`src/rtl/rv32_mem_pkg.sv`:
```
// Shared definitions for the RV32IM memory stage: width codes and FSM states.
package rv32_mem_pkg;

  localparam logic [2:0] F3_B  = 3'b000;
  localparam logic [2:0] F3_H  = 3'b001;
  localparam logic [2:0] F3_W  = 3'b010;
  localparam logic [2:0] F3_BU = 3'b100;
  localparam logic [2:0] F3_HU = 3'b101;

  typedef enum logic {
    MS_IDLE = 1'b0,
    MS_BUSY = 1'b1
  } mem_state_t;

  function automatic logic [31:0] word_addr(input logic [31:0] addr);
    return {addr[31:2], 2'b00};
  endfunction

endpackage

```
`src/rtl/store_align_unit.sv`:
```
// Combinational lane steering for stores plus the alignment check used by
// both loads and stores.
module store_align_unit
  import rv32_mem_pkg::*;
(
  input  logic [2:0]  func3_i,
  input  logic [1:0]  addr_lo_i,
  input  logic [31:0] rs2_i,
  output logic [3:0]  be_o,
  output logic [31:0] wdata_o,
  output logic        misaligned_o
);

  always_comb begin
    be_o         = 4'b1111;
    wdata_o      = rs2_i;
    misaligned_o = 1'b0;
    case (func3_i)
      F3_B, F3_BU: begin
        be_o    = 4'b0001 << addr_lo_i;
        wdata_o = {4{rs2_i[7:0]}};
      end
      F3_H, F3_HU: begin
        be_o         = 4'b0011 << addr_lo_i;
        wdata_o      = {2{rs2_i[15:0]}};
        misaligned_o = addr_lo_i[0];
      end
      F3_W: begin
        misaligned_o = |addr_lo_i;
      end
      default: begin
        be_o    = 4'b1111;
        wdata_o = rs2_i;
      end
    endcase
  end

endmodule

```
`src/rtl/mem_access_unit.sv`:
```
// Memory stage: drives the data-memory req/ack bus, stalls the pipeline while
// an access is outstanding and registers the MEM/WB values for writeback.
module mem_access_unit
  import rv32_mem_pkg::*;
(
  input  logic        CLK,
  input  logic        RST,
  input  logic [2:0]  EX_FUNC3,
  input  logic        EX_MEM_READ,
  input  logic        EX_MEM_WRITE,
  input  logic        EX_WRITE_ENABLE,
  input  logic        EX_DATA_MEM_SELECT,
  input  logic [31:0] EX_ALU_RESULT,
  input  logic [31:0] EX_JAL_SELECTED,
  input  logic [31:0] EX_RS2_DATA,
  input  logic [4:0]  EX_RD,
  output logic        DMEM_REQ,
  output logic        DMEM_WE,
  output logic [31:0] DMEM_ADDR,
  output logic [3:0]  DMEM_BE,
  output logic [31:0] DMEM_WDATA,
  input  logic [31:0] DMEM_RDATA,
  input  logic        DMEM_ACK,
  output logic        STALL,
  output logic        MISALIGN,
  output logic [2:0]  MEM_FUNC3,
  output logic        MEM_WRITE_ENABLE,
  output logic        MEM_DATA_MEM_SELECT,
  output logic [31:0] MEM_JAL_SELECTED,
  output logic [31:0] MEM_DATA_OUT,
  output logic [4:0]  MEM_RD
);

  mem_state_t  state_q, state_d;
  logic        dmem_req_q, dmem_req_d;
  logic        dmem_we_q, dmem_we_d;
  logic [31:0] dmem_addr_q, dmem_addr_d;
  logic [3:0]  dmem_be_q, dmem_be_d;
  logic [31:0] dmem_wdata_q, dmem_wdata_d;
  logic        misalign_q, misalign_d;
  logic [2:0]  mem_func3_q, mem_func3_d;
  logic        mem_we_q, mem_we_d;
  logic        mem_dsel_q, mem_dsel_d;
  logic [31:0] mem_jal_q, mem_jal_d;
  logic [31:0] mem_data_q, mem_data_d;
  logic [4:0]  mem_rd_q, mem_rd_d;

  logic        mem_op;
  logic        is_store;
  logic        misaligned;
  logic [3:0]  align_be;
  logic [31:0] align_wdata;
  logic [31:0] load_shifted;

  store_align_unit u_store_align (
    .func3_i      (EX_FUNC3),
    .addr_lo_i    (EX_ALU_RESULT[1:0]),
    .rs2_i        (EX_RS2_DATA),
    .be_o         (align_be),
    .wdata_o      (align_wdata),
    .misaligned_o (misaligned)
  );

  // A simultaneous read+write request is treated as a store.
  assign mem_op       = EX_MEM_READ | EX_MEM_WRITE;
  assign is_store     = EX_MEM_WRITE;
  assign load_shifted = DMEM_RDATA >> {EX_ALU_RESULT[1:0], 3'b000};

  assign STALL = ((state_q == MS_IDLE) && mem_op && !misaligned) ||
                 ((state_q == MS_BUSY) && !DMEM_ACK);

  always_comb begin
    state_d      = state_q;
    dmem_req_d   = dmem_req_q;
    dmem_we_d    = dmem_we_q;
    dmem_addr_d  = dmem_addr_q;
    dmem_be_d    = dmem_be_q;
    dmem_wdata_d = dmem_wdata_q;
    misalign_d   = 1'b0;
    mem_func3_d  = 3'b000;
    mem_we_d     = 1'b0;
    mem_dsel_d   = 1'b0;
    mem_jal_d    = 32'h0;
    mem_data_d   = 32'h0;
    mem_rd_d     = 5'd0;
    case (state_q)
      MS_IDLE: begin
        if (!mem_op) begin
          mem_func3_d = EX_FUNC3;
          mem_we_d    = EX_WRITE_ENABLE;
          mem_dsel_d  = EX_DATA_MEM_SELECT;
          mem_jal_d   = EX_JAL_SELECTED;
          mem_rd_d    = EX_RD;
        end else if (misaligned) begin
          misalign_d = 1'b1;
        end else begin
          state_d      = MS_BUSY;
          dmem_req_d   = 1'b1;
          dmem_we_d    = is_store;
          dmem_addr_d  = word_addr(EX_ALU_RESULT);
          dmem_be_d    = is_store ? align_be : 4'b1111;
          dmem_wdata_d = is_store ? align_wdata : 32'h0;
        end
      end
      MS_BUSY: begin
        if (DMEM_ACK) begin
          state_d     = MS_IDLE;
          dmem_req_d  = 1'b0;
          mem_func3_d = EX_FUNC3;
          mem_we_d    = EX_WRITE_ENABLE;
          mem_dsel_d  = EX_DATA_MEM_SELECT;
          mem_jal_d   = EX_JAL_SELECTED;
          mem_rd_d    = EX_RD;
          mem_data_d  = is_store ? 32'h0 : load_shifted;
        end
      end
      default: begin
        state_d    = MS_IDLE;
        dmem_req_d = 1'b0;
      end
    endcase
  end

  always_ff @(posedge CLK) begin
    if (RST) begin
      state_q      <= MS_IDLE;
      dmem_req_q   <= 1'b0;
      dmem_we_q    <= 1'b0;
      dmem_addr_q  <= 32'h0;
      dmem_be_q    <= 4'h0;
      dmem_wdata_q <= 32'h0;
      misalign_q   <= 1'b0;
      mem_func3_q  <= 3'b000;
      mem_we_q     <= 1'b0;
      mem_dsel_q   <= 1'b0;
      mem_jal_q    <= 32'h0;
      mem_data_q   <= 32'h0;
      mem_rd_q     <= 5'd0;
    end else begin
      state_q      <= state_d;
      dmem_req_q   <= dmem_req_d;
      dmem_we_q    <= dmem_we_d;
      dmem_addr_q  <= dmem_addr_d;
      dmem_be_q    <= dmem_be_d;
      dmem_wdata_q <= dmem_wdata_d;
      misalign_q   <= misalign_d;
      mem_func3_q  <= mem_func3_d;
      mem_we_q     <= mem_we_d;
      mem_dsel_q   <= mem_dsel_d;
      mem_jal_q    <= mem_jal_d;
      mem_data_q   <= mem_data_d;
      mem_rd_q     <= mem_rd_d;
    end
  end

  assign DMEM_REQ            = dmem_req_q;
  assign DMEM_WE             = dmem_we_q;
  assign DMEM_ADDR           = dmem_addr_q;
  assign DMEM_BE             = dmem_be_q;
  assign DMEM_WDATA          = dmem_wdata_q;
  assign MISALIGN            = misalign_q;
  assign MEM_FUNC3           = mem_func3_q;
  assign MEM_WRITE_ENABLE    = mem_we_q;
  assign MEM_DATA_MEM_SELECT = mem_dsel_q;
  assign MEM_JAL_SELECTED    = mem_jal_q;
  assign MEM_DATA_OUT        = mem_data_q;
  assign MEM_RD              = mem_rd_q;

endmodule
```
`config.mk`:
```
export PLATFORM = sky130hd
export DESIGN_NAME = mem_access_unit
export DESIGN_NICKNAME = d
export VERILOG_FILES = /design/src/rtl/rv32_mem_pkg.sv /design/src/rtl/store_align_unit.sv /design/src/rtl/mem_access_unit.sv
export SDC_FILE = /design/constraint.sdc
export NUM_CORES = 1
export LEC_CHECK = 0
export CAP_MARGIN = 40
export CORE_MARGIN = 2
export CORE_UTILIZATION = 28
export DETAILED_ROUTE_END_ITERATION = 10
export GPL_TIMING_DRIVEN = 0
export PLACE_DENSITY = 0.66
export SYNTH_ARGS = -nofsm -noshare
export SYNTH_HDL_FRONTEND = slang
export SYNTH_SLANG_ARGS = --single-unit
export TNS_END_PERCENT = 10
```
`constraint.sdc`:
```
create_clock -name CLK -period 2.27 [get_ports CLK]
set_clock_uncertainty 0.2 [all_clocks]
set_input_delay 0.5675 -clock CLK [delete_from_list [all_inputs] [get_ports CLK]]
set_output_delay 0.5675 -clock CLK [all_outputs]
set_load 0.01 [all_outputs]
```
=== Yosys cells after proc, flatten, opt, wreduce, memory -nomap -nowiden ===
Cells that the tools add are included.

* Flip-flop bits (word level): 144
* Bits of input ports: 143
* Output and inout bits: 146
* Logic and storage cells: 71

* Equal/unequal tests: 7
* Shifts and indexed selects: 3
* Multiplexer cells: 29
* Bitwise operators: 5
* Reduce and logical (&&, ||, !) cells: 14

{| class="wikitable"
|+ Operator list
! operator !! count
|-
| $pmux 32 s2 || 2
|-
| $mux 32 || 3
|-
| $shr 32x5->32 || 1
|-
| $mux 1 || 11
|-
| $mux 5 || 2
|-
| $pmux 1 s2 || 5
|-
| $pmux 5 s2 || 1
|-
| $pmux 4 s2 || 1
|-
| $eq 3x3->1 const B || 2
|-
| $mux 3 || 2
|-
| $ne 2x2->1 const B || 3
|-
| $pmux 3 s2 || 1
|-
| $reduce_and 3->1 || 2
|-
| $reduce_or 2->1 || 3
|-
| $mux 4 || 1
|-
| $not 1->1 || 4
|-
| $reduce_or 4->1 || 1
|-
| $shl 1x2->4 const A || 1
|-
| $shl 2x2->4 const A || 1
|-
| $eq 3x1->1 const B || 1
|-
| $eq 3x2->1 const B || 1
|-
| $logic_and 1x1->1 || 3
|-
| $logic_not 3->1 || 1
|-
| $reduce_or 3->1 || 1
|-
| 3 further kinds || 4
|}

=== Depth between registers and ports, before layout ===
* Depth in word-level cells: 6
* Mapped depth: 6
* Mapped depth without buffers: 3

=== Modules after synthesis ===
A second synthesis with hierarchy kept.

* Cell total of the unflattened synthesis: 566
* Area total of the unflattened synthesis: 5672.9 µm²

{| class="wikitable"
|+ Modules (own cells, without submodules)
! module !! instances !! cells an instance !! area an instance (µm²) !! sequential area each (µm²)
|-
| mem_access_unit || 1 || 501 || 5148.7 || 2882.8
|-
| store_align_unit || 1 || 65 || 524.3 || 0.0
|}

=== Worst setup path before layout ===
Ideal clock, no wire load.

* Path type: input port to output port
* Start point: in EX_FUNC3[1]
* End point: out STALL
* Arrival time: 1484 ps
* Data required time: 1502 ps
* Setup slack: 18 ps
* Stages on the path: 5
* Path buffers: 2
* Cells stage by stage: buf_2 > nor3b_2 > a211o_1 > buf_2 > nand2_1

* Word-level cells in the longest chain between the ends: 6
* Elaborated cells on any way between the ends: 8
* Those cells by class: eq/ne (3); mux (1); reduce/logical (4)

{| class="wikitable"
|+ Ends and longest elaborated chain
! item !! line !! text
|-
| start, declared || mem_access_unit.sv:8 || <nowiki>input logic [2:0] EX_FUNC3,</nowiki>
|-
| $eq 3x1->1 or $eq 3x3->1 (tied branches) || store_align_unit.sv:18 || <nowiki>case (func3_i)</nowiki>
|-
| $reduce_or 2->1 || store_align_unit.sv:18 ||
|-
| $pmux 1 s2 (*) || store_align_unit.sv:18 ||
|-
| $logic_not 1->1 (*) || mem_access_unit.sv:69 || <nowiki>assign STALL = ((state_q == MS_IDLE) && mem_op && !misaligned) ||</nowiki>
|-
| $logic_and 1x1->1 (*) || mem_access_unit.sv:69 ||
|-
| $logic_or 1x1->1 (*) || mem_access_unit.sv:69 ||
|-
| end, declared || mem_access_unit.sv:24 || <nowiki>output logic STALL,</nowiki>
|}

Every way passes the cells marked *; elsewhere a longest branch is shown, timed or not.

=== Final worst setup path ===
* Start point: in EX_FUNC3[0]
* End point: out STALL

Same word-level chain as after synthesis.

==> key figures <==
Synth
  • Async set-reset flop share out of synthesis: 0%
  • Commonest cells in the netlist: sky130_fd_sc_hd__dfxtp_1, sky130_fd_sc_hd__nand2b_1, sky130_fd_sc_hd__mux2i_1
  • Largest area contributor in the synthesized netlist: sky130_fd_sc_hd__dfxtp_1
  • Register bit total from synthesis: ~140
  • Sequential share of the synthesized area: roughly 49%
  • Synthesized area: around 5900 um^2
  • Count of yosys warnings during synthesis: 0
  • Leading post-synthesis cells by cell area: sky130_fd_sc_hd__dfxtp_1, sky130_fd_sc_hd__mux2i_1, sky130_fd_sc_hd__nand2b_1
  • Most common cell in the netlist: sky130_fd_sc_hd__dfxtp_1
  • Share of Yosys cell area claimed by the top area cell type: about half
  • Average cell area after synthesis: slightly above 10 um^2
  • Synthesized instance count: about 570
  • Ys flop type: sky130_fd_sc_hd__dfxtp_1
  • Count of cell types in the netlist: 34
  • Number of enable flip-flop cells after synthesis: 0

Drt
  • Total via count in the routed design: 5044
  • Average wire per cell in the routed design: ~17 um
  • First-pass DRT Iterations: 5
  • Detail Route met2 WL: about 9200 um
  • DRC violation total after the first TritonRoute iteration: roughly 150
  • Met1 layer wirelength in the final routing: 8550 um
  • Uppermost signal routing layer after detailed routing: met4
  • Vias per std cell: 4.31
  • Post-route antenna net violation count: 0
  • Final routed wirelength across all metal layers: 19400 um
  • Wire length on met3: ~1100 um
  • Final routed DRC violation total: 0

Layout
  • Multi-input gate area in the final layout: 2770 um^2
  • Post-route core utilization: between 40% and 50%
  • Reg area: 2890 um^2
  • Fraction of final layout cells with drive strength greater than 1: a little under a tenth
  • Fin nets: ~1000
  • Filler cells: between 2000 and 2500
  • P&R area growth vs syn: 65.6%

Clock tree
  • Skew-Pair Late Insertion Delay: about 400 ps
  • Root cell of the clock tree: sky130_fd_sc_hd__clkbuf_16
  • Count of hold-fix buffers inserted at cts: 0
  • TritonCTS Buffers: 17
  • Number of clock sinks seen by CTS: about 140
  • CTS clock-pin slew for the worst setup and hold paths: 60 ps
  • Clock Path Buffers: 2
  • TritonCTS clock tree: done
  • CTS H-tree lvls: 4

Setup path
  • Crit end category: output port
  • Data arrival time at the worst-slack endpoint: approximately 1500 ps
  • Worst path top cell family by delay: simple AND/OR/NAND/NOR gates
  • Worst path slowest cell: sky130_fd_sc_hd__a211o_1
  • Launch point of the critical path: EX_FUNC3[0]
  • Required time of the critical path: 1500 ps
  • Critical path buffers and inverters: 2
  • Critical path class: input port to output port
  • CP startpoint kind: input port
  • Critical Path, Cell by Cell: clkbuf_4, and3b_2, a211o_1, nand2_1, buf_6
  • Reg-to-reg slack, setup: 330 ps
  • Delay of the slowest cell on the worst path: approximately 320 ps
  • Top fanout value on the critical path: 4
  • Worst reg2reg path startpoint: state_q

Floorplanning
  • Initial cell density of the core: between 20% and 30%
  • Die Footprint: around 22000 um^2
  • I/O Pins: between 200 and 300
  • Core Rows: 52
  • Die Wd: about 150 um
  • Core area: approximately 20000 um^2
  • Die Y: 149 um

Timing
  • Final hold violation count: 0
  • Worst-margin pin slew: 684 ps
  • Final TNS setup: 0 ps
  • Post-route clock period utilization: between 90% and 100%
  • Timing-limited maximum frequency: 0.448 GHz
  • Setup repair after global routing missed its margin: yes
  • Final-report max-slew violation count: 0
  • Number of setup violations in the final report: 0
  • Final critical delay including setup and external delays: roughly 2200 ps
  • Max-slew headroom: between 50% and 60%

Power
  • Power Dens Cells: around 700 nW/um^2
  • IR drop worst, VDD: a little under 0.0004 V
  • Pleak: roughly 3.8 nW
  • Total power after layout: ~0.0067 W

GRT
  • All-layer global routing usage: 17.4%
  • Global-route congestion overflow total: 0
  • Initial antenna violation count: 2
  • Maximum number of pins on one net before global-route repair: 17
  • First-pass GRT wire length: between 20000 and 30000 um
  • Number of global-route vias before repair: 5026

Placed design
  • RD Place Congestion: 0.790
  • Count of port buffers added during placement: between 200 and 300
  • Final HPWL from detailed placement: 14800 um

Outcome
  • Outcome: complete, no violations

Job
  • Number of max-capacitance violations reported: 0

Worst hold path
  • Worst hold start: DMEM_REQ
  • Worst hold-check path type: flip-flop to flip-flop
[power by group]
| group | switching (W) | total (W) | internal, W | leakage [nW] |
|---|---|---|---|---|
| Sequential | 0.0000597 | 0.00272 | 0.00266 | 1.18 |
| Combinational | 0.000488 | 0.00118 | 0.000694 | 2.30 |
| Clock | 0.00112 | 0.00281 | 0.00169 | 0.284 |
| Total | 0.00167 | 0.00671 | 0.00504 | 3.76 |
[registers in the layout, summed over array words and instances, names as in the netlist]
signal and cells:
DMEM_ADDR 30, state_q 1, DMEM_REQ 1, DMEM_WDATA 32, MISALIGN 1, MEM_JAL_SELECTED 32, MEM_WRITE_ENABLE 1, MEM_DATA_OUT 32
DMEM_BE 4, MEM_DATA_MEM_SELECT 1, MEM_RD 5, DMEM_WE 1, MEM_FUNC3 3
[routing by layer]
layer,vias to the layer above,track usage [%]
li1,2554,-
met1,2288,22.2
met2,173,28.3
met3,29,4.40
met4,0,6.86
met5,-,0
[worst min-delay path: cells and delay by family, from the launching register on]
kind	cells	cell delay, ps
compound gates	1	50
flops	1	310
simple gates	1	50
[final cells by class]
class                           instances  share of cell area (%)
Clock buffer                           21                    4.74
Tap cell                              270                    3.48
Antenna cell                            2                  0.0515
Sequential cell                       144                    29.7
Clock inverter                         11                    1.33
Timing Repair Buffer                  292                    29.7
Buffer                                 47                    2.31
Multi-Input combinational cell        379                    28.6
Inverter                                3                   0.116
[metrics by stage]
step / std cells / instance area, um^2 / setup WS, ps / hold WS, ps
final: 1169 / 9720 / 38.9 / 254
after global routing: 1169 / 9720 / -25.8 / 282
after CTS: 1167 / 9690 / -117 / 259
after detailed placement: 1130 / 9070 / -1020 / 250
after global placement: 1129 / 9060 / -1020 / 248
after floorplan: 574 / 5870 / 18.3 / 281
[path summary, 6_finish.rpt]
check | cells after the start | to
worst max register to register | 4 | MEM_JAL_SELECTED[27]
worst min-delay path | 2 | DMEM_REQ
worst min register to register | 2 | DMEM_REQ
worst max-delay path | 5 | STALL
[kinds of logic after synthesis]
family / after synthesis / share of synthesized area (%)
simple gates: 218 / 22.5
flops: 144 / 49.1
compound gates: 64 / 7.83
mux: 95 / 16.6
buf+inv: 51 / 3.92
other cells: 1 / 0.0639
[placed cells by master (no fill, tap or decap), drive strengths merged, types with 6 or more instances in the layout]
| cell | Yosys | final |
|---|---|---|
| nor2b | 11 | 11 |
| inv | 3 | 6 |
| o21ai | 10 | 10 |
| clkdlybuf4s50 | 0 | 278 |
| mux2i | 78 | 78 |
| nor2 | 16 | 16 |
| o211ai | 8 | 8 |
| dfxtp | 144 | 144 |
| buf | 22 | 31 |
| a2bb2oi | 8 | 8 |
| and2 | 50 | 50 |
| a211oi | 17 | 17 |
| clkbuf | 26 | 48 |
| nand2 | 13 | 13 |
| nand2b | 102 | 102 |
| mux2 | 17 | 17 |
| nor3b | 10 | 10 |
| o21a | 10 | 10 |
| nand3b | 8 | 8 |
[what timing repair did]
action / 4_1_cts / 5_1_grt
pin swaps: 3 / 2
gates cloned: 0 / 0
resized for setup: 26 / 10
buffers inserted: 5 / 1
endpoints found under the setup margin: 50 / 8
No activity file was read; power rests on OpenSTA's default activity.
